[config.mk]
export PLATFORM = sky130hd
export DESIGN_NAME = seq_mul_div_unit
export DESIGN_NICKNAME = d
export VERILOG_FILES = /design/src/rtl/seq_mul_div_unit.sv
export SDC_FILE = /design/constraint.sdc
export NUM_CORES = 1
export LEC_CHECK = 0
export ABC_AREA = 1
export BUFFER_PORTS_ARGS = -buffer_cell sky130_fd_sc_hd__buf_4
export CAP_MARGIN = 20
export CORE_UTILIZATION = 36
export DETAILED_ROUTE_END_ITERATION = 8
export GPL_TIMING_DRIVEN = 1
export PLACE_DENSITY = 0.55
export SLEW_MARGIN = 30
export SYNTH_ARGS = -nofsm -noshare
export SYNTH_HDL_FRONTEND = slang
export SYNTH_SLANG_ARGS = --single-unit
[constraint.sdc]
create_clock -name clk -period 4 [get_ports clk]
set_input_delay 0.2 -clock clk [delete_from_list [all_inputs] [get_ports clk]]
set_output_delay 0.2 -clock clk [all_outputs]
set_load 0.005 [all_outputs]
[src/rtl/seq_mul_div_unit.sv]
// Iterative signed multiply (radix-2 Booth) and divide (restoring, on magnitudes).
// Results are {result_high, result_low}: product halves, or remainder/quotient.
module seq_mul_div_unit #(
    parameter int WIDTH = 32
) (
    input  logic             clk,
    input  logic             reset,
    input  logic             start,
    input  logic             div_sel,
    input  logic [WIDTH-1:0] A,
    input  logic [WIDTH-1:0] B,
    output logic             busy,
    output logic             done,
    output logic             div_by_zero,
    output logic [WIDTH-1:0] result_low,
    output logic [WIDTH-1:0] result_high
);

    localparam int CW = $clog2(WIDTH + 1);
    localparam logic [WIDTH-1:0] ONE = WIDTH'(1);

    typedef enum logic [2:0] {IDLE, LOAD, RUN, FIX, FINISH} state_t;

    state_t                   state;
    logic [CW-1:0]            count;
    logic signed [WIDTH-1:0]  a_reg;
    logic signed [WIDTH-1:0]  b_reg;
    logic                     mode_div;
    logic                     sign_a;
    logic                     sign_q;
    // acc doubles as the Booth accumulator and the divide partial remainder;
    // q doubles as the Booth multiplier and the quotient shift register.
    logic signed [WIDTH:0]    acc;
    logic [WIDTH-1:0]         q;
    logic                     q_m1;
    logic [WIDTH-1:0]         mcand;

    logic signed [WIDTH:0]    m_ext;
    logic signed [WIDTH:0]    booth_sum;
    logic [WIDTH:0]           div_shift;
    logic [WIDTH:0]           div_trial;
    logic signed [WIDTH:0]    next_acc;
    logic [WIDTH-1:0]         next_q;
    logic                     next_q_m1;

    function automatic logic [WIDTH-1:0] neg_if(input logic [WIDTH-1:0] v, input logic en);
        return en ? (~v + ONE) : v;
    endfunction

    always_comb begin
        m_ext     = {mcand[WIDTH-1], mcand};
        booth_sum = acc;
        case ({q[0], q_m1})
            2'b01:   booth_sum = acc + m_ext;
            2'b10:   booth_sum = acc - m_ext;
            default: booth_sum = acc;
        endcase
        div_shift = {acc[WIDTH-1:0], q[WIDTH-1]};
        div_trial = div_shift - {1'b0, mcand};
        next_acc  = acc;
        next_q    = q;
        next_q_m1 = q_m1;
        if (mode_div) begin
            // A clear top bit means the trial subtraction did not borrow.
            if (!div_trial[WIDTH]) begin
                next_acc = div_trial;
                next_q   = {q[WIDTH-2:0], 1'b1};
            end else begin
                next_acc = div_shift;
                next_q   = {q[WIDTH-2:0], 1'b0};
            end
        end else begin
            next_acc  = {booth_sum[WIDTH], booth_sum[WIDTH:1]};
            next_q    = {booth_sum[0], q[WIDTH-1:1]};
            next_q_m1 = q[0];
        end
    end

    always_ff @(posedge clk) begin
        if (reset) begin
            state       <= IDLE;
            count       <= '0;
            a_reg       <= '0;
            b_reg       <= '0;
            mode_div    <= 1'b0;
            sign_a      <= 1'b0;
            sign_q      <= 1'b0;
            acc         <= '0;
            q           <= '0;
            q_m1        <= 1'b0;
            mcand       <= '0;
            busy        <= 1'b0;
            done        <= 1'b0;
            div_by_zero <= 1'b0;
            result_low  <= '0;
            result_high <= '0;
        end else begin
            case (state)
                IDLE: begin
                    done <= 1'b0;
                    if (start) begin
                        a_reg    <= A;
                        b_reg    <= B;
                        mode_div <= div_sel;
                        busy     <= 1'b1;
                        state    <= LOAD;
                    end
                end
                LOAD: begin
                    acc   <= '0;
                    q_m1  <= 1'b0;
                    count <= CW'(WIDTH);
                    if (mode_div) begin
                        sign_a <= a_reg[WIDTH-1];
                        sign_q <= a_reg[WIDTH-1] ^ b_reg[WIDTH-1];
                        q      <= neg_if(a_reg, a_reg[WIDTH-1]);
                        mcand  <= neg_if(b_reg, b_reg[WIDTH-1]);
                    end else begin
                        q     <= b_reg;
                        mcand <= a_reg;
                    end
                    state <= RUN;
                end
                RUN: begin
                    acc   <= next_acc;
                    q     <= next_q;
                    q_m1  <= next_q_m1;
                    count <= count - CW'(1);
                    if (count == CW'(1)) state <= FIX;
                end
                FIX: begin
                    if (!mode_div) begin
                        result_low  <= q;
                        result_high <= acc[WIDTH-1:0];
                        div_by_zero <= 1'b0;
                    end else if (b_reg == '0) begin
                        result_low  <= '1;
                        result_high <= a_reg;
                        div_by_zero <= 1'b1;
                    end else begin
                        // Truncating division: remainder follows the dividend's sign.
                        result_low  <= neg_if(q, sign_q);
                        result_high <= neg_if(acc[WIDTH-1:0], sign_a);
                        div_by_zero <= 1'b0;
                    end
                    busy  <= 1'b0;
                    done  <= 1'b1;
                    state <= FINISH;
                end
                FINISH: begin
                    done  <= 1'b0;
                    state <= IDLE;
                end
                default: state <= IDLE;
            endcase
        end
    end

endmodule

==> Yosys cells after proc, flatten, opt, wreduce, memory -nomap -nowiden <==
Cells that the tools add are included.
{ "totals": {"ff_bits": 241, "inputBits": 68, "out_inout_bits": 67, "wordCells": 78} }
{ "op_classes": {"n_addsub": 8, "eq_ne": 10, "mux": 28, "bitwise": 5, "n_reduce_logical": 11} }
{ "ops": {"columns": ["operator", "count"], "rows": [
  ["32-bit 2-to-1 mux", 11],
  ["33-bit case mux with 2 select lines", 2],
  ["32-bit by 1-bit adder with 32-bit output (second input constant)", 4],
  ["32-bit inverter", 4],
  ["33-bit 2-to-1 mux", 2],
  ["33-bit by 32-bit subtractor with 33-bit output", 2],
  ["32-bit case mux with 2 select lines", 1],
  ["33-bit by 32-bit adder with 33-bit output", 1],
  ["32-bit logical NOT", 1],
  ["3-bit case mux with 4 select lines", 1],
  ["6-bit case mux with 2 select lines", 1],
  ["2-bit AND reduction", 5],
  ["3-bit by 2-bit equality test with 1-bit output (second input constant)", 2],
  ["6-bit by 1-bit equality test with 1-bit output (second input constant)", 1],
  ["3-bit 2-to-1 mux", 2],
  ["2-bit != test (second input constant)", 3],
  ["1-bit case mux with 2 select lines", 3],
  ["2-bit nonzero test", 3],
  ["6-bit by 1-bit subtractor with 6-bit output (second input constant)", 1],
  ["1-bit 2-to-1 mux", 5],
  ["3-bit by 1-bit equality test with 1-bit output (second input constant)", 1],
  ["3-bit equality test (second input constant)", 1],
  ["3-bit logical NOT", 1],
  ["2-bit by 1-bit equality test with 1-bit output (second input constant)", 1],
  ["3 further kinds", 3]
]} }

==> Depth between registers and ports, before layout <==
Gate-level depths: netlist of run 1.
{ "logic_depth": {"depth_word": 5, "mapped_depth": 24, "mapped_depth_nobuf": 24} }

==> Least setup slack after synthesis of run 1 <==
OpenSTA, ideal clock, no wires.
{ "synth_path": {"kind": "reg-to-reg", "start": "register q[31]", "end": "register acc[2]", "setup_ns": 0.070, "arrival_ns": 2.916, "required_ns": 3.930, "path_slack_ns": 1.013, "path_stages_with_launch": 22, "n_path_buf": 2, "period_less_slack_ns": 2.987, "path_cell_list": "dfxtp_1 -> inv_1 -> ha_1 -> inv_1 -> fa_1 -> nand3_1 -> nand3_1 -> nand3_1 -> nand3_1 -> nand2_1 -> nand2_1 -> nand4_1 -> nand2_1 -> ha_1 -> clkbuf_1 -> inv_1 -> clkbuf_1 -> a21oi_1 -> o21ai_0 -> o211ai_1 -> nand3_1 -> a21oi_1"} }
{ "synth_between": {"elab_chain_cells": 4} }
{ "synth_lines": {"columns": ["item", "line", "rtl"], "rows": [
  ["start: declaration", "34", "logic [WIDTH-1:0] q;"],
  ["start signal: assignment", "116", "q <= neg_if(a_reg, a_reg[WIDTH-1]);"],
  ["start signal: assignment", "119", "q <= b_reg;"],
  ["start signal: assignment", "126", "q <= next_q;"],
  ["33-bit by 32-bit subtractor with 33-bit output", "59", "div_trial = div_shift - {1'b0, mcand};"],
  ["33-bit 2-to-1 mux", "65", "if (!div_trial[WIDTH]) begin"],
  ["33-bit 2-to-1 mux", "63", "if (mode_div) begin"],
  ["33-bit case mux with 2 select lines", "98", "case (state)"],
  ["end signal: assignment", "125", "acc <= next_acc;"],
  ["end: declaration", "33", "logic signed [WIDTH:0] acc;"]
]} }
Every way passes these cells.
A chain may end at the register's enable or synchronous reset.

==> Worst setup path after layout of run 1 <==
{ "layout_path": {"start": "register mcand[1]", "end": "register acc[32]"} }
{ "layout_between": {"elab_chain_cells": 4, "word_cells_on_any_way": 7, "classes_between": "3 x add/sub; 4 x mux"} }
{ "layout_lines": {"columns": ["item", "line", "rtl"], "rows": [
  ["start: declaration", "36", "logic [WIDTH-1:0] mcand;"],
  ["start signal: assignment", "117", "mcand <= neg_if(b_reg, b_reg[WIDTH-1]);"],
  ["start signal: assignment", "120", "mcand <= a_reg;"],
  ["33-bit by 32-bit subtractor with 33-bit output (tied with other cells)", "55", "2'b10: booth_sum = acc - m_ext;"],
  ["33-bit case mux with 2 select lines / 33-bit 2-to-1 mux (equally long branches)", "53, 65", null],
  ["33-bit 2-to-1 mux *", "63", null],
  ["33-bit case mux with 2 select lines *", "98", null]
]} }
Every way passes the cells marked *; elsewhere a longest branch is shown, timed or not.

==> results.toml, run 1 <==
[status]
status = "completed"

[yosys]
yosysWarnings = 0
netlist_instances = 3305
async_flop_share_pct = 0
synth.area.mux_share_pct = 0
syn_nets = 3448
synth_flop_cell = "dfxtp_1"
synth_area_per_cell_um2 = 5.938
synth-compound-area-share_pct = 21.51
synth_xor_area_share_pct = 4.999
synth_top_family_by_area = "simple AND/OR/NAND/NOR gates"
synth_edf_count = 0
synthTopCellsByArea = "dfxtp_1 (25%), nand2_1 (16%), a21oi_1 (9.1%)"
syn_area_um2 = 19620
ys_seq_area_share_pct = 24.59
synth-simple-area-share_pct = 31.82
yosysMostFrequentCell = "nand2_1"
synth_fa_ha_area_share_pct = 4.858
synth_top_area_cell = "dfxtp_1"
ys_types = 47
synth_seq_cells = 241
synth_common_cells = "nand2_1 (858), inv_1 (458), a21oi_1 (358)"
synth_top_area_share_pct = 24.59

[routing]
first_pass_iters = 8
post-route-drc-count = 0
first_iter_violations = 2290
wl_per_cell_um = 19.71
avgViaCountPerCell = 5.369
vias = 22250
wl_um = 81670
ant_nets = 0
dr_wl_met3_um = 6515
wl_met1_um = 35800
highest_layer = "met4"
wl_met2_um = 36180

[critical_path]
reg2reg_depth = 19
arrival_ps = 3990
worst_setup_path_end_kind = "flip-flop"
crit_type = "reg2reg"
max_stage_delay_ps = 400
critPathCapture = "acc[32]$_SDFFE_PP0P_"
r2r_slack_ps = 450
r2r_end = "acc[32]$_SDFFE_PP0P_"
critPathSlowestCell = "ha_1"
crit_fanout = 5
r2r_start = "mcand[1]$_SDFFE_PP0P_"
crit_required_ps = 4440
worst-path-buf-inv = 1
startpoint_type = "flip-flop"
cp.depth = 19
worstPathCellList = "inv_1 -> nand3_1 -> nor3_2 -> nand3b_1 -> o31ai_1 -> o21ai_0 -> xor2_1 -> ha_1 -> nand2_1 -> nor2_1 -> nand2_1 -> nor2_1 -> nand2_1 -> nand2_1 -> nand2_1 -> nand3_1 -> nand2_1 -> nand3_1 -> a21oi_1"
critPathTopFamily = "simple AND/OR/NAND/NOR gates"
crit_top_cell = "nand2_1"
startpoint = "mcand[1]$_SDFFE_PP0P_"

[die]
fp.dieW_um = 235.5
row_count = 85
ios = 135
floorplan.initialDensity_pct = 36.47
fp.coreArea_um2 = 53810
die_h_um = 235.5
die_area_um2 = 55450

[layout]
seqCellArea_um2 = 4828
nFillCells = 5955
drive_gt1_share_pct = 8.036
syn_to_final_growth_pct = 16.88
largest_register = "acc"
finalNetCount = 3569
fin_cells = 4144
largest_reg_flops = 33
multi_input_area_um2 = 12430

[placed_design]
gp_congestion = 0.9552
dp.cells = 4033
io_buffers = 134
hpwl_um = 63420

[power]
power.density_nw_per_um2 = 474.6
p_clk_share_pct = 26.0
max-vdd-ir-drop_mv = 0.3502
p_int_uw = 5883
seqPwrFrac_pct = 26.2
combPwrFrac_pct = 47.8
p_switching_uw = 5001
switching_share_pct = 45.95
leakage_uw = 0.01092

[global_route]
antenna_found_initial = 1
grt.total_usage_pct = 28.77
grt_max_degree = 98
gr-total-overflow = 0
grt_pass1_wl_um = 123300
grt_pass1_vias = 20840

[sta]
skew_ps = 25.29
finalHoldViolCount = 0
period_minus_slack_ps = 3545
worst_pin_slew_ps = 998.4
fin_crit_sh_pct = 88.63
maxSlewViolCount = 0
slew_headroom_pct = 33.03
finalSetupViolations = 0
fmax_mhz = 282.1
tns_ps = 0
rsz0062_at_grt = "no"

[clock_network]
cts_max_path_buffers = 3
cts_max_level = 1
root_buffer = "clkbuf_16"
cts_sinks = 241
clk_pin_slew_ps = 70
clock_latency_ps = 610
cts_buffers = 29
cts_tree = "yes"

[run]
drv_cap = 0

[hold_path]
min_path_type = "in2reg"
[power by group through the flow]
stage / registers (uW) / logic [uW] / clock network [uW]
2_1_floorplan: 2770 / 3520 / 0
3_3_place_gp: 2880 / 5080 / 0
3_5_place_dp: 2880 / 5040 / 0
4_1_cts: 2830 / 5110 / 2870
5_1_grt: 2860 / 5790 / 2970
6_report: 2850 / 5210 / 2830
[metrics by stage]
stage          total power, uW  setup slack, ps  cell area [um2]  hold WS (ps)  utilization, %
2_1_floorplan             6292             1013            19620         372.5               -
3_3_place_gp              7960            444.7            21360         452.7           39.69
3_5_place_dp              7923            411.7            21360         458.4           39.69
4_1_cts                  10810            406.6            22930         1.928           42.61
5_1_grt                  11610            22.87            22930         55.31           42.62
6_report                 10880            454.8            22940         29.20           42.62
[worst min path at each step]
stage / start / slack (ps) / end / depth (start not counted)
floorplan: start / 370 / state[0]$_SDFFE_PP0P_ / 1
global placement: busy$_SDFFE_PP0P_ / 450 / busy$_SDFFE_PP0P_ / 2
detailed placement: count[3]$_SDFFE_PP0P_ / 460 / count[3]$_SDFFE_PP0P_ / 1
CTS: B[28] / 2 / b_reg[28]$_SDFFE_PP0P_ / 3
global route: A[24] / 60 / a_reg[24]$_SDFFE_PP0P_ / 3
finish: B[26] / 30 / b_reg[26]$_SDFFE_PP0P_ / 3
[cell type report]
class                   instances  share of cell area (%)
multi-input cells            2431                   54.20
flip-flops and latches        241                   21.05
repair buffers                252                   8.881
inverters                     471                   7.736
well taps                     696                   3.797
clock buffers                  45                   3.775
clock inverters                 7                  0.5455
diodes                          1                 0.01091
[per-layer routing]
metal | vias up | track usage (%)
li1 | 11100 | -
met1 | 10180 | 38.04
met2 | 833 | 45.78
met3 | 142 | 6.144
met4 | 0 | 10.68
met5 | - | 0
[kinds of logic (layout without fill, tap and decap cells)]
| group | after synthesis | count (layout) |
|---|---|---|
| and+or+nand+nor | 1485 | 1485 |
| AOI/OAI and AO/OA | 759 | 759 |
| buffers and inverters | 633 | 775 |
| DFF | 241 | 241 |
| xor gates and xnor gates | 112 | 112 |
| adders and majority gates | 75 | 75 |
| other | 0 | 1 |
[timing repair]
item | 4_1_cts | 5_1_grt
hold endpoints to repair | 62 | 0
endpoints found under the setup margin | 0 | 3
setup buffers | 0 | 0
hold buffers | 58 | 0
resized for setup | 0 | 1
[placed cells by master, fill, tap and decap left out, types with 7 or more instances in the layout]
| cell type | synthesis | routed |
|---|---|---|
| xor2_1 | 93 | 93 |
| clkbuf_16 | 0 | 29 |
| nor4_1 | 7 | 7 |
| buf_4 | 2 | 194 |
| nand3b_1 | 22 | 22 |
| clkbuf_1 | 133 | 8 |
| dfxtp_1 | 241 | 240 |
| nand3_1 | 258 | 257 |
| a22oi_1 | 15 | 15 |
| dlygate4sd3_1 | 0 | 58 |
| inv_2 | 10 | 11 |
| or2_2 | 10 | 10 |
| o221ai_1 | 33 | 33 |
| clkbuf_8 | 0 | 8 |
| nor2_1 | 249 | 247 |
| nand2_1 | 858 | 858 |
| xnor2_1 | 19 | 19 |
| nand4_1 | 33 | 33 |
| a31oi_1 | 40 | 40 |
| o211ai_1 | 47 | 47 |
| o21ai_0 | 225 | 225 |
| nor3_1 | 31 | 29 |
| inv_1 | 458 | 455 |
| o31ai_1 | 11 | 11 |
| a21oi_1 | 358 | 358 |
| ha_1 | 73 | 73 |
| o22ai_1 | 15 | 15 |
[worst min-delay path: stages]
cell and delay (ps):
buf_4 80, o21ai_0 170, a21oi_1 150
(Power assumes the default switching activity.)
==> inputs of run 2 (changes only) <==
CTS_CLUSTER_DIAMETER = 60   (was not set)
PLACE_DENSITY = 0.56   (was 0.55)
REMOVE_ABC_BUFFERS = 1   (was not set)
==> run 2 against run 1 <==
Cell count about the same. Final area up 0.66%. Clock power up 8.5%. Highest routed layer unchanged. Largest power group unchanged.
==> results.toml, run 2 (synthesized netlist as in run 1, its figures left out) <==
[status]
status = "completed"

[routing]
avgViaCountPerCell = 5.307
wl_per_cell_um = 18.43
ant_nets = 0
vias = 22000
post-route-drc-count = 0
first_iter_violations = 1813
first_pass_iters = 5
wl_um = 76410

[hold_path]
hold_end = "a_reg[22]$_SDFFE_PP0P_"
min_path_type = "in2reg"
worstHoldStart = "A[22]"
holdPathStages = 3

[critical_path]
arrival_ps = 4020
r2r_end = "acc[32]$_SDFFE_PP0P_"
worst_setup_path_end_kind = "flip-flop"
reg2reg_depth = 21
r2r_start = "mcand[1]$_SDFFE_PP0P_"
crit_required_ps = 4380
crit_fanout = 5
crit_type = "reg2reg"
startpoint_type = "flip-flop"
r2r_slack_ps = 360

[die]
fp.coreArea_um2 = 53810
row_count = 85
die_h_um = 235.5
fp.dieW_um = 235.5
floorplan.initialDensity_pct = 36.47
ios = 135
die_area_um2 = 55450

[global_route]
grt_max_degree = 115
grt.total_usage_pct = 27.00
antenna_found_initial = 0
grt_pass1_wl_um = 118400
grt_pass1_vias = 20870
gr-total-overflow = 0

[layout]
largest_register = "acc"
finalNetCount = 3573
utilization_pct = 42.90
drive_gt1_share_pct = 8.493
layout_commonest_cell = "nand2_1"
largest_reg_flops = 33
diodes = 0
syn_to_final_growth_pct = 17.65
layout_common_cells = "nand2_1 (858), inv_1 (456), a21oi_1 (358)"
fin_cells = 4146

[placed_design]
dp.cells = 4040
io_buffers = 134
gp_congestion = 0.9750
hpwl_um = 57920

[sta]
finalHoldViolCount = 0
worst_pin_slew_ps = 928.5
skew_ps = 19.91
fmax_mhz = 274.8
tns_ps = 0
maxSlewViolCount = 0
rsz0062_at_grt = "no"
holdWs_ps = 19.35
slew_headroom_pct = 38.10
period_minus_slack_ps = 3639
fin_crit_sh_pct = 90.97
finalSetupViolations = 0

[clock_network]
clock_latency_ps = 550
cts_buffers = 36
cts_max_level = 2
cts_max_path_buffers = 3
cts_sinks = 241
root_buffer = "clkbuf_16"
cts_tree = "yes"
clk_pin_slew_ps = 50

[power]
power.density_nw_per_um2 = 482.5
leakage_uw = 0.01100
max-vdd-ir-drop_mv = 0.2993

[run]
drv_cap = 0
==> run 2: how the worst max path moves through the flow <==
stage / cells after the start / start / endpoint / slack [ps]
final: 21 / mcand[1]$_SDFFE_PP0P_ / acc[32]$_SDFFE_PP0P_ / 360
after global routing: 21 / mcand[1]$_SDFFE_PP0P_ / acc[31]$_SDFFE_PP0P_ / 30
after CTS: 23 / mcand[1]$_SDFFE_PP0P_ / acc[32]$_SDFFE_PP0P_ / 220
after detailed placement: 23 / mcand[1]$_SDFFE_PP0P_ / acc[32]$_SDFFE_PP0P_ / 250
after global placement: 19 / mcand[1]$_SDFFE_PP0P_ / acc[31]$_SDFFE_PP0P_ / 310
after floorplan: 5 / state[1]$_SDFFE_PP0P_ / result_high[13]$_SDFFE_PP0P_ / -2110
==> run 2: metrics by stage <==
step                      power (uW)  cell area (um2)  setup WS (ps)
after floorplan                 6207            18990          -2115
after global placement          7971            21460          314.5
after detailed placement        7968            21460          248.4
after CTS                      11110            23070          223.7
after global routing           11900            23090          33.59
final                          11140            23090          361.1
==> run 2: repair_timing <==
item	4_1_cts	5_1_grt
setup buffers	0	0
gates resized for setup	0	4
hold buffers	48	0
setup endpoints to repair	0	8
endpoints found under the hold margin	48	0
==> run 2: critical path, cell delays in order, from the launching register on <==
cell      delay [ps]
dfxtp_1          310
inv_1            160
ha_1             200
nand3_1          130
nor2_2           250
nand3_1          130
nand3b_1         230
nor3_1           320
nor2_1            90
xor2_1           150
ha_1             400
nand2_1          130
nor2_1           240
nand2_1          120
nor2_1           130
nand2_1           70
nand2_1           70
nand2_1           50
nand3_1           90
nand2_1           80
nand3_1           70
a21oi_1           70
==> run 2: layout make-up <==
cell class / instances / area (um2)
Clock buffer: 46 / 978.4
Fill cell: 5869 / 30730
Clock inverter: 12 / 146.4
Tap cell: 696 / 870.8
Multi-Input combinational cell: 2431 / 12450
Sequential cell: 241 / 4828
Inverter: 471 / 1775
Timing Repair Buffer: 249 / 2039
==> run 2: per-layer routing <==
layer  share of wire [%]  track usage (%)  up-vias
li1                    -                -    11110
met1                  45            35.55    10090
met2                  46            45.00      663
met3                 5.5            3.119      145
met4                 3.9            10.42        0
met5                   0                0        -
==> run 2: power by group <==
part	internal, uW	total [uW]	leakage [uW]	switching [uW]
clock	1860	3070	0.000548	1220
sequential	2590	2780	0.00197	193
combinational	1680	5280	0.00848	3610
total	6120	11100	0.0110	5020
==> inputs of run 3 (changes only) <==
CTS_BUF_LIST = sky130_fd_sc_hd__clkbuf_8   (was not set)
==> run 3 against run 2 <==
First-iteration DRC count fell by 4.5%. Register-to-register slack is essentially flat. Cell count up 1.1%. Routed wire length increased by 0.54%. Sequential share of layout area is 0.24 points lower. Non-clock buffer count increased by 17. Maximum frequency fell by 0.20%.
==> results.toml, run 3 (synthesized netlist as in run 1, its figures left out) <==
[hold_path]
hold_end = "a_reg[12]$_SDFFE_PP0P_"
holdPathStages = 3
min_path_type = "in2reg"
worstHoldStart = "A[12]"

[critical_path]
critPathTopFamily = "simple AND/OR/NAND/NOR gates"
critPathSlowestCell = "ha_1"
cp.depth = 21
crit_top_cell = "nand2_1"
r2r_start = "mcand[1]$_SDFFE_PP0P_"
arrival_ps = 4110
worst-path-buf-inv = 1
startpoint_type = "flip-flop"
reg2reg_depth = 21
worst_setup_path_end_kind = "flip-flop"
crit_required_ps = 4460
max_stage_delay_ps = 400
r2r_slack_ps = 350
crit_fanout = 5
worstPathCellList = "inv_1 -> ha_1 -> nand3_1 -> nor2_2 -> nand3_1 -> nand3b_1 -> nor3_1 -> nor2_1 -> xor2_1 -> ha_1 -> nand2_1 -> nor2_1 -> nand2_1 -> nor2_1 -> nand2_1 -> nand2_1 -> nand2_1 -> nand3_1 -> nand2_1 -> nand3_1 -> a21oi_1"
r2r_end = "acc[31]$_SDFFE_PP0P_"
crit_type = "reg2reg"

[global_route]
grt_pass1_vias = 21070
grt.total_usage_pct = 27.06
grt_pass1_wl_um = 118800
gr-total-overflow = 0
grt_max_degree = 115
antenna_found_initial = 0

[layout]
nFillCells = 5840
layout_common_cells = "nand2_1 (858), inv_1 (464), a21oi_1 (358)"
diodes = 0
seqCellArea_um2 = 4828
syn_to_final_growth_pct = 19.00
largest_register = "acc"
layout_commonest_cell = "nand2_1"
drive_gt1_share_pct = 9.153
finalNetCount = 3602
multi_input_area_um2 = 12450
largest_reg_flops = 33

[routing]
first_iter_violations = 1732
avgViaCountPerCell = 5.297
first_pass_iters = 6
wl_um = 76830
post-route-drc-count = 0
ant_nets = 0
vias = 22200
wl_per_cell_um = 18.33

[clock_network]
clock_latency_ps = 640
cts_tree = "yes"
clk_pin_slew_ps = 70
cts_max_level = 2
cts_buffers = 48
cts_max_path_buffers = 3
cts_sinks = 241
root_buffer = "clkbuf_8"
postCtsSetupBuffers = 0

[sta]
worst_slack_ps = 354.0
rsz0062_at_grt = "no"
period_minus_slack_ps = 3646
finalSetupViolations = 0
skew_ps = 42.72
worst_pin_slew_ps = 900.6
maxSlewViolCount = 0
fmax_mhz = 274.3
finalHoldViolCount = 0
fin_crit_sh_pct = 91.15
tns_ps = 0
slew_headroom_pct = 39.96

[status]
status = "completed"

[placed_design]
hpwl_um = 57920
gp_congestion = 0.9750
io_buffers = 134
dpl_worst_slack_ps = 248.4

[die]
die_area_um2 = 55450
ios = 135
fp.dieW_um = 235.5
floorplan.initialDensity_pct = 36.47
row_count = 85
fp.coreArea_um2 = 53810
die_h_um = 235.5

[power]
max-vdd-ir-drop_mv = 0.3765
power.density_nw_per_um2 = 483.8
leakage_uw = 0.01117

[run]
drv_cap = 0
==> run 3: routing by layer <==
layer / up-vias / wire (um) / track usage (%)
met4: 0 / 3023 / 10.52
li1: 11160 / - / -
met1: 10220 / 34430 / 35.53
met3: 148 / 4288 / 3.107
met5: - / 0 / 0
met2: 671 / 35080 / 45.18
==> run 3: what timing repair did <==
item / CTS / global route
hold endpoints to repair: 69 / 0
resized for setup: 0 / 4
setup endpoints to repair: 0 / 11
hold buffers: 65 / 0
==> run 3: layout make-up <==
type | count | area share (%)
Clock buffer | 63 | 3.713
Clock inverter | 24 | 1.511
Inverter | 471 | 7.603
Multi-Input combinational cell | 2431 | 53.31
Sequential cell | 241 | 20.68
Tap cell | 696 | 3.729
Timing Repair Buffer | 266 | 9.462
==> run 3: worst max path at each step <==
stage / from / to / slack [ps]
2_1_floorplan: state[1]$_SDFFE_PP0P_ / result_high[13]$_SDFFE_PP0P_ / -2110
3_3_place_gp: mcand[1]$_SDFFE_PP0P_ / acc[31]$_SDFFE_PP0P_ / 310
3_5_place_dp: mcand[1]$_SDFFE_PP0P_ / acc[32]$_SDFFE_PP0P_ / 250
4_1_cts: mcand[1]$_SDFFE_PP0P_ / acc[32]$_SDFFE_PP0P_ / 240
5_1_grt: mcand[1]$_SDFFE_PP0P_ / acc[31]$_SDFFE_PP0P_ / 20
6_report: mcand[1]$_SDFFE_PP0P_ / acc[31]$_SDFFE_PP0P_ / 350
==> run 3: worst reg2reg max path, stage by stage, from the launching register on <==
cell and delay, ps:
dfxtp_1 310, inv_1 170, ha_1 200, nand3_1 130, nor2_2 250, nand3_1 130
nand3b_1 230, nor3_1 320, nor2_1 90, xor2_1 150, ha_1 400, nand2_1 130
nor2_1 240, nand2_1 120, nor2_1 130, nand2_1 70, nand2_1 70, nand2_1 50
nand3_1 90, nand2_1 80, nand3_1 70, a21oi_1 70
==> run 3: power breakdown <==
part           internal (uW)  switching (uW)
combinational           1690            3620
clock                   2000            1220
sequential              2590             193
==> run 3: stage by stage <==
stage               cells  total power, uW  utilization [%]  area, um2  hold WS [ps]
floorplan            3143             6207                -      18990         269.1
global placement     4040             7971            39.88      21460         457.1
finish               4192            11300            43.39      23350         52.34
detailed placement   4040             7968            39.88      21460         458.5
global route         4192            12050            43.39      23350         11.41
CTS                  4192            11270            43.36      23330         9.519
